==> config.mk <==
export PLATFORM = sky130hd
export DESIGN_NAME = divider_iterative
export DESIGN_NICKNAME = d
export VERILOG_FILES = /design/src/rtl/div_pkg.sv /design/src/rtl/div_sign_conv.sv /design/src/rtl/divider_iterative.sv
export SDC_FILE = /design/constraint.sdc
export NUM_CORES = 1
export LEC_CHECK = 0
export CAP_MARGIN = 15
export CORE_ASPECT_RATIO = 1.4
export CORE_MARGIN = 4
export CORE_UTILIZATION = 39
export CTS_CLUSTER_DIAMETER = 40
export DETAILED_ROUTE_END_ITERATION = 6
export GPL_ROUTABILITY_DRIVEN = 0
export PLACE_DENSITY_LB_ADDON = 0.05
export REMOVE_ABC_BUFFERS = 1
export SLEW_MARGIN = 40
export SYNTH_ARGS = -nofsm -noshare
export SYNTH_HDL_FRONTEND = slang
export SYNTH_SLANG_ARGS = --single-unit
==> constraint.sdc <==
create_clock -name i_clk -period 3.9 [get_ports i_clk]
set_input_delay 0.78 -clock i_clk [delete_from_list [all_inputs] [get_ports i_clk]]
set_output_delay 0.78 -clock i_clk [all_outputs]
set_load 0.01 [all_outputs]
==> src/rtl/div_pkg.sv <==
`default_nettype none
// ============================================================================
//  Module      : div_pkg
//  Description : Shared types and constants for the iterative divider.
//  Revision    : 1.0 - initial release
// ============================================================================
package div_pkg;

    typedef enum logic [1:0] {
        IDLE = 2'd0,
        CALC = 2'd1,
        DONE = 2'd2
    } div_state_e;

    localparam int c_max_w = 64;

    // Quotient reported for a zero divisor; sliced to the dividend width at use.
    localparam logic [c_max_w-1:0] c_div0_quot = '1;

    function automatic int cnt_width(input int w);
        return (w > 1) ? $clog2(w) : 1;
    endfunction

endpackage
`default_nettype wire

==> src/rtl/div_sign_conv.sv <==
`default_nettype none
// ============================================================================
//  Module      : div_sign_conv
//  Description : Conditional two's-complement negate (pass-through if unsigned).
//  Revision    : 1.0 - initial release
// ============================================================================
module div_sign_conv #(
    parameter int W      = 32,
    parameter int SIGNED = 0
) (
    input  logic [W-1:0] i_data,
    input  logic         i_neg,
    output logic [W-1:0] o_data
);

    generate
        if (SIGNED != 0) begin : g_signed
            assign o_data = i_neg ? (~i_data + W'(1)) : i_data;
        end else begin : g_unsigned
            logic w_unused_neg;
            assign w_unused_neg = i_neg;
            assign o_data       = i_data;
        end
    endgenerate

endmodule
`default_nettype wire

==> src/rtl/divider_iterative.sv <==
`default_nettype none
// ============================================================================
//  Module      : divider_iterative
//  Description : Radix-2 restoring divider, sign-magnitude around unsigned core.
//  Revision    : 1.0 - initial release
// ============================================================================
module divider_iterative
    import div_pkg::*;
#(
    parameter int SIGNED     = 0,
    parameter int DIVIDEND_W = 32,
    parameter int DIVISOR_W  = 16
) (
    input  logic                  i_clk,
    input  logic                  i_rstn,
    input  logic                  i_en_ff,
    input  logic                  i_valid,
    output logic                  o_ready,
    input  logic [DIVIDEND_W-1:0] i_dividend,
    input  logic [DIVISOR_W-1:0]  i_divisor,
    output logic                  o_valid,
    input  logic                  i_ready,
    output logic [DIVIDEND_W-1:0] o_quot,
    output logic [DIVISOR_W-1:0]  o_rem,
    output logic                  o_div0
);

    localparam int                    c_cnt_w     = cnt_width(DIVIDEND_W);
    localparam logic [c_cnt_w-1:0]    c_cnt_init  = c_cnt_w'(DIVIDEND_W - 1);
    localparam logic [DIVIDEND_W-1:0] c_quot_div0 = c_div0_quot[DIVIDEND_W-1:0];

    div_state_e            r_state;
    div_state_e            w_state_nxt;
    logic [c_cnt_w-1:0]    r_cnt;
    logic [DIVIDEND_W-1:0] r_dvd;      // dividend bits shift out of MSB, quotient bits enter at LSB
    logic [DIVISOR_W-1:0]  r_dsr;
    logic [DIVISOR_W-1:0]  r_prem;     // always < divisor, so the DIVISOR_W+1 bit only exists after the shift
    logic                  r_q_neg;
    logic                  r_r_neg;
    logic [DIVIDEND_W-1:0] r_quot;
    logic [DIVISOR_W-1:0]  r_rem;
    logic                  r_div0;

    logic                  w_dvd_neg;
    logic                  w_dsr_neg;
    logic                  w_dsr_zero;
    logic                  w_accept;
    logic [DIVIDEND_W-1:0] w_dvd_abs;
    logic [DIVISOR_W-1:0]  w_dsr_abs;
    logic [DIVISOR_W:0]    w_shift;
    logic [DIVISOR_W+1:0]  w_trial;
    logic                  w_qbit;
    logic [DIVISOR_W-1:0]  w_prem_nxt;
    logic [DIVIDEND_W-1:0] w_quot_mag;
    logic [DIVIDEND_W-1:0] w_quot_fix;
    logic [DIVISOR_W-1:0]  w_rem_fix;
    logic                  w_unused_trial;

    assign w_dvd_neg  = (SIGNED != 0) && i_dividend[DIVIDEND_W-1];
    assign w_dsr_neg  = (SIGNED != 0) && i_divisor[DIVISOR_W-1];
    assign w_dsr_zero = (i_divisor == '0);

    assign o_ready  = (r_state == IDLE) && i_en_ff;
    assign o_valid  = (r_state == DONE);
    assign w_accept = i_valid && o_ready;

    div_sign_conv #(.W(DIVIDEND_W), .SIGNED(SIGNED)) u_abs_dvd (
        .i_data (i_dividend),
        .i_neg  (w_dvd_neg),
        .o_data (w_dvd_abs)
    );

    div_sign_conv #(.W(DIVISOR_W), .SIGNED(SIGNED)) u_abs_dsr (
        .i_data (i_divisor),
        .i_neg  (w_dsr_neg),
        .o_data (w_dsr_abs)
    );

    // One restoring step: shift in the next dividend bit, trial-subtract.
    assign w_shift        = {r_prem, r_dvd[DIVIDEND_W-1]};
    assign w_trial        = {1'b0, w_shift} - {2'b00, r_dsr};
    assign w_qbit         = ~w_trial[DIVISOR_W+1];
    assign w_prem_nxt     = w_qbit ? w_trial[DIVISOR_W-1:0] : w_shift[DIVISOR_W-1:0];
    assign w_quot_mag     = {r_dvd[DIVIDEND_W-2:0], w_qbit};
    assign w_unused_trial = w_trial[DIVISOR_W];

    div_sign_conv #(.W(DIVIDEND_W), .SIGNED(SIGNED)) u_fix_quot (
        .i_data (w_quot_mag),
        .i_neg  (r_q_neg),
        .o_data (w_quot_fix)
    );

    div_sign_conv #(.W(DIVISOR_W), .SIGNED(SIGNED)) u_fix_rem (
        .i_data (w_prem_nxt),
        .i_neg  (r_r_neg),
        .o_data (w_rem_fix)
    );

    always_ff @(posedge i_clk or negedge i_rstn) begin
        if (!i_rstn) begin
            r_state <= IDLE;
        end else if (i_en_ff) begin
            r_state <= w_state_nxt;
        end
    end

    always_comb begin
        w_state_nxt = r_state;
        case (r_state)
            IDLE:    if (w_accept) w_state_nxt = w_dsr_zero ? DONE : CALC;
            CALC:    if (r_cnt == '0) w_state_nxt = DONE;
            DONE:    if (i_ready) w_state_nxt = IDLE;
            default: w_state_nxt = IDLE;
        endcase
    end

    // Result registers are only written on entry to DONE so they hold otherwise.
    always_ff @(posedge i_clk or negedge i_rstn) begin
        if (!i_rstn) begin
            r_cnt   <= '0;
            r_dvd   <= '0;
            r_dsr   <= '0;
            r_prem  <= '0;
            r_q_neg <= 1'b0;
            r_r_neg <= 1'b0;
            r_quot  <= '0;
            r_rem   <= '0;
            r_div0  <= 1'b0;
        end else if (i_en_ff) begin
            case (r_state)
                IDLE: begin
                    if (w_accept) begin
                        r_dvd   <= w_dvd_abs;
                        r_dsr   <= w_dsr_abs;
                        r_prem  <= '0;
                        r_cnt   <= c_cnt_init;
                        r_q_neg <= w_dvd_neg ^ w_dsr_neg;
                        r_r_neg <= w_dvd_neg;
                        if (w_dsr_zero) begin
                            r_quot <= c_quot_div0;
                            r_rem  <= i_dividend[DIVISOR_W-1:0];
                            r_div0 <= 1'b1;
                        end
                    end
                end
                CALC: begin
                    r_prem <= w_prem_nxt;
                    r_dvd  <= w_quot_mag;
                    r_cnt  <= r_cnt - 1'b1;
                    if (r_cnt == '0) begin
                        r_quot <= w_quot_fix;
                        r_rem  <= w_rem_fix;
                        r_div0 <= 1'b0;
                    end
                end
                default: ;
            endcase
        end
    end

    assign o_quot = r_quot;
    assign o_rem  = r_rem;
    assign o_div0 = r_div0;

endmodule
`default_nettype wire

==> results.py <==
metrics = {
    "power": {
        "power-per-cell-area_mw_per_mm2": 834,
        "worst_ir_drop_vdd_v": 0.000337,
        "power.leakage_nw": 3.27,
        "power.total_w": 0.00661,
    },
    "cts": {
        "h-tree-depth": 4,
        "root_buffer": "sky130_fd_sc_hd__clkbuf_16",
        "cts.reportedPaths.clkPinSlew_ns": 0.05,
        "postCtsSetupRepairBufs": 0,
        "clock-sinks": 120,
        "insertion_delay_ns": 0.42,
        "post_cts_gate_resize_count": 0,
        "cts_buffers": 17,
        "tritoncts": "yes",
        "post_cts_hold_buffer_count": 0,
        "cts_buffer_depth": 2,
    },
    "logic_synthesis": {
        "synth_top_flop_cell": "sky130_fd_sc_hd__dfrtp_1",
        "netlist.top_cell.by_area": "sky130_fd_sc_hd__dfrtp_1",
        "ys_warn_count": 0,
        "synth_area_leaders": "sky130_fd_sc_hd__dfrtp_1, sky130_fd_sc_hd__nand2_1, sky130_fd_sc_hd__o22a_1",
        "synth_simple_gate_area_frac": 0.168,
        "synth_top_family_by_area": "compound AO/OA/AOI/OAI gates",
        "syn_area_per_cell_um2": 9.44,
        "post_synth_top_cells": "sky130_fd_sc_hd__nand2_1, sky130_fd_sc_hd__dfrtp_1, sky130_fd_sc_hd__nor2_1",
        "syn-instance-count": 644,
        "yosys.cell_count.top_type": "sky130_fd_sc_hd__nand2_1",
        "async_flop_share": 1.00,
        "post_synth_xor_area_fraction": 0.0173,
        "number_of_register_bits_inferred_by_synthesis": 120,
        "yosysSeqAreaShare": 0.494,
        "synthesized_area_fraction_occupied_by_ao_oa_aoi_and_oai_cells": 0.223,
        "synthMuxAreaShare": 0.0156,
        "synth_adder_area_share": 0.0404,
        "post_synth_num_cell_types": 63,
        "post-synth-top-area-fraction": 0.494,
        "synth-edff-count": 0,
        "syn_area_mm2": 0.00608,
    },
    "outcome": {
        "status": "completed",
    },
    "finish": {
        "num-fill-cells": 1447,
        "n_diodes": 0,
        "post_route_cells_drive_above_1_share": 0.0836,
        "final_design_area_no_fill_mm2": 0.00793,
        "layout-area-overhead-vs-synth_pct": 30.5,
        "nNetsFinal": 813,
    },
    "placement": {
        "place.detailed.hpwl_um": 11800,
        "portBuffers": 103,
        "dpl_worst_slack_ns": 0.516,
        "placed_area_mm2": 0.00733,
    },
    "floorplanning": {
        "start_util": 0.400,
        "std_cell_rows": 53,
        "dieArea_mm2": 0.0177,
        "core_area_mm2": 0.0152,
        "floorplan.die.width_um": 114,
        "io-pin-count": 104,
        "floorplan.die.height_um": 156,
    },
    "grt": {
        "grt_max_degree": 73,
        "grt_usage": 0.192,
        "grt_overflow_total": 0,
        "grt_pass1_wl_um": 27000,
        "grt_antenna_before_repair": 0,
        "first_global_vias": 5237,
    },
    "drt": {
        "vias": 5232,
        "wl_um": 16500,
        "firstDrtPassIters": 5,
        "drc_errors": 0,
        "antenna_violating_nets_post_route": 0,
        "vias_per_cell": 5.53,
        "detail_route.iter0.violations": 279,
        "routedWlPerCell_um": 17.5,
    },
    "sta": {
        "clock-skew-final_ns": 0.00703,
        "fmax_mhz": 296,
        "finalHoldViolCount": 0,
        "finalSetupViolCount": 0,
        "final_period_util": 0.866,
        "hold_ws_ns": 0.334,
        "drv_slew": 0,
        "worst_slew_pin_slew_ns": 0.671,
        "worst_slack_ns": 0.522,
        "minimum_period_implied_by_the_final_worst_setup_slack_ns": 3.38,
        "slew-limit-headroom": 0.550,
        "grt_setup_unrepaired": "false",
    },
    "setup_path": {
        "end_kind": "register",
        "critical_path_class": "reg2reg",
        "cp_max_fo": 11,
        "rrSetupSlack_ns": 0.52,
        "category_of_the_worst_setup_path_launch_point": "register",
        "worstPathArrival_ns": 3.64,
        "worstPathRequired_ns": 4.17,
    },
    "hold_path": {
        "hold_path_class": "in2async",
    },
    "job": {
        "maxCapViolCount": 0,
    },
}
==> critical path, stage by stage (launching register included) <==
cell and delay (ns):
sky130_fd_sc_hd__dfrtp_1 0.42, sky130_fd_sc_hd__ha_1 0.49, sky130_fd_sc_hd__nand4_2 0.19, sky130_fd_sc_hd__or4b_4 0.54, sky130_fd_sc_hd__a2111oi_4 0.47, sky130_fd_sc_hd__or3_1 0.40
sky130_fd_sc_hd__buf_4 0.26, sky130_fd_sc_hd__mux2i_1 0.34, sky130_fd_sc_hd__a221oi_2 0.11
==> stage by stage <==
step	TNS (ns)	utilization	cells
finish	0	0.522	946
global route	0	0.522	946
floorplan	-138.04	-	605
global placement	0	0.482	914
CTS	0	0.522	946
detailed placement	0	0.483	914
==> flip-flops by register name, summed over array words and instances (netlist names) <==
register / count
r_state: 2
r_dsr: 16
r_prem: 16
r_cnt: 5
r_dvd: 32
o_rem: 16
o_quot: 32
o_div0: 1
==> logic make-up after synthesis <==
| logic type | after synthesis |
|---|---|
| AOI/OAI and AO/OA | 190 |
| xor gates and xnor gates | 12 |
| adders and majority gates | 19 |
| DFF | 120 |
| buffers and inverters | 61 |
| muxes | 9 |
| and+or+nand+nor | 233 |
==> routing by layer <==
metal | share of wire | wire, µm | vias to the layer above | GRT usage
met5 | 0 | 0 | - | 0
met4 | 0.017 | 280 | 0 | 0.0664
met3 | 0.049 | 811 | 18 | 0.0458
met2 | 0.50 | 8280 | 150 | 0.326
met1 | 0.43 | 7140 | 2555 | 0.239
li1 | - | - | 2509 | -
==> cell type report <==
| cell class | count | area (µm²) | share of cell area |
|---|---|---|---|
| Multi-Input combinational cell | 463 | 2860 | 0.360 |
| Clock buffer | 20 | 447 | 0.0563 |
| Clock inverter | 12 | 150 | 0.0189 |
| Timing Repair Buffer | 117 | 1150 | 0.145 |
| Sequential cell | 120 | 3000 | 0.379 |
| Tap cell | 192 | 240 | 0.0303 |
| Inverter | 22 | 82.6 | 0.0104 |
==> cells in the final DEF (no fill, tap or decap), drive strengths merged, types with 4 or more instances in the layout <==
| cell | netlist | routed |
|---|---|---|
| a2111oi | 4 | 4 |
| a211oi | 6 | 6 |
| a21o | 10 | 10 |
| a21oi | 19 | 19 |
| a31oi | 41 | 41 |
| and2 | 6 | 6 |
| buf | 13 | 15 |
| clkbuf | 26 | 20 |
| clkdlybuf4s50 | 0 | 102 |
| clkinv | 0 | 5 |
| dfrtp | 120 | 120 |
| ha | 18 | 18 |
| inv | 22 | 23 |
| mux2i | 8 | 8 |
| nand2 | 121 | 121 |
| nand2b | 4 | 4 |
| nand3 | 8 | 8 |
| nand4 | 5 | 5 |
| nor2 | 62 | 62 |
| nor2b | 5 | 5 |
| nor4 | 6 | 6 |
| o211ai | 4 | 4 |
| o21a | 5 | 5 |
| o21ai | 39 | 39 |
| o221ai | 4 | 4 |
| o22a | 31 | 31 |
| o31ai | 5 | 5 |
| or3 | 5 | 5 |
| xnor2 | 8 | 8 |
| xor2 | 4 | 4 |
==> power by group <==
group          switching [W]  leakage (nW)  internal [W]  total [W]
clock network       0.000568         0.286       0.00102    0.00159
registers           0.000337          1.35       0.00176    0.00209
logic                0.00162          1.63       0.00131    0.00293
total                0.00253          3.27       0.00408    0.00661
==> final timing paths <==
| kind | startpoint | end | cells after the start |
|---|---|---|---|
| max in group asynchronous | i_rstn | r_dsr[3]$_DFFE_PN0P_ | 2 |
| worst min-delay path | i_rstn | r_dvd[17]$_DFFE_PN0P_ | 1 |
| worst max-delay path | r_prem[10]$_DFFE_PN0P_ | o_rem[10]$_DFFE_PN0P_ | 8 |
| worst min register to register | o_rem[4]$_DFFE_PN0P_ | o_rem[4]$_DFFE_PN0P_ | 2 |
| worst max register to register | r_prem[10]$_DFFE_PN0P_ | o_rem[10]$_DFFE_PN0P_ | 8 |
| min in group i_clk | o_rem[4]$_DFFE_PN0P_ | o_rem[4]$_DFFE_PN0P_ | 2 |
Power figures use the tool's default switching activity.
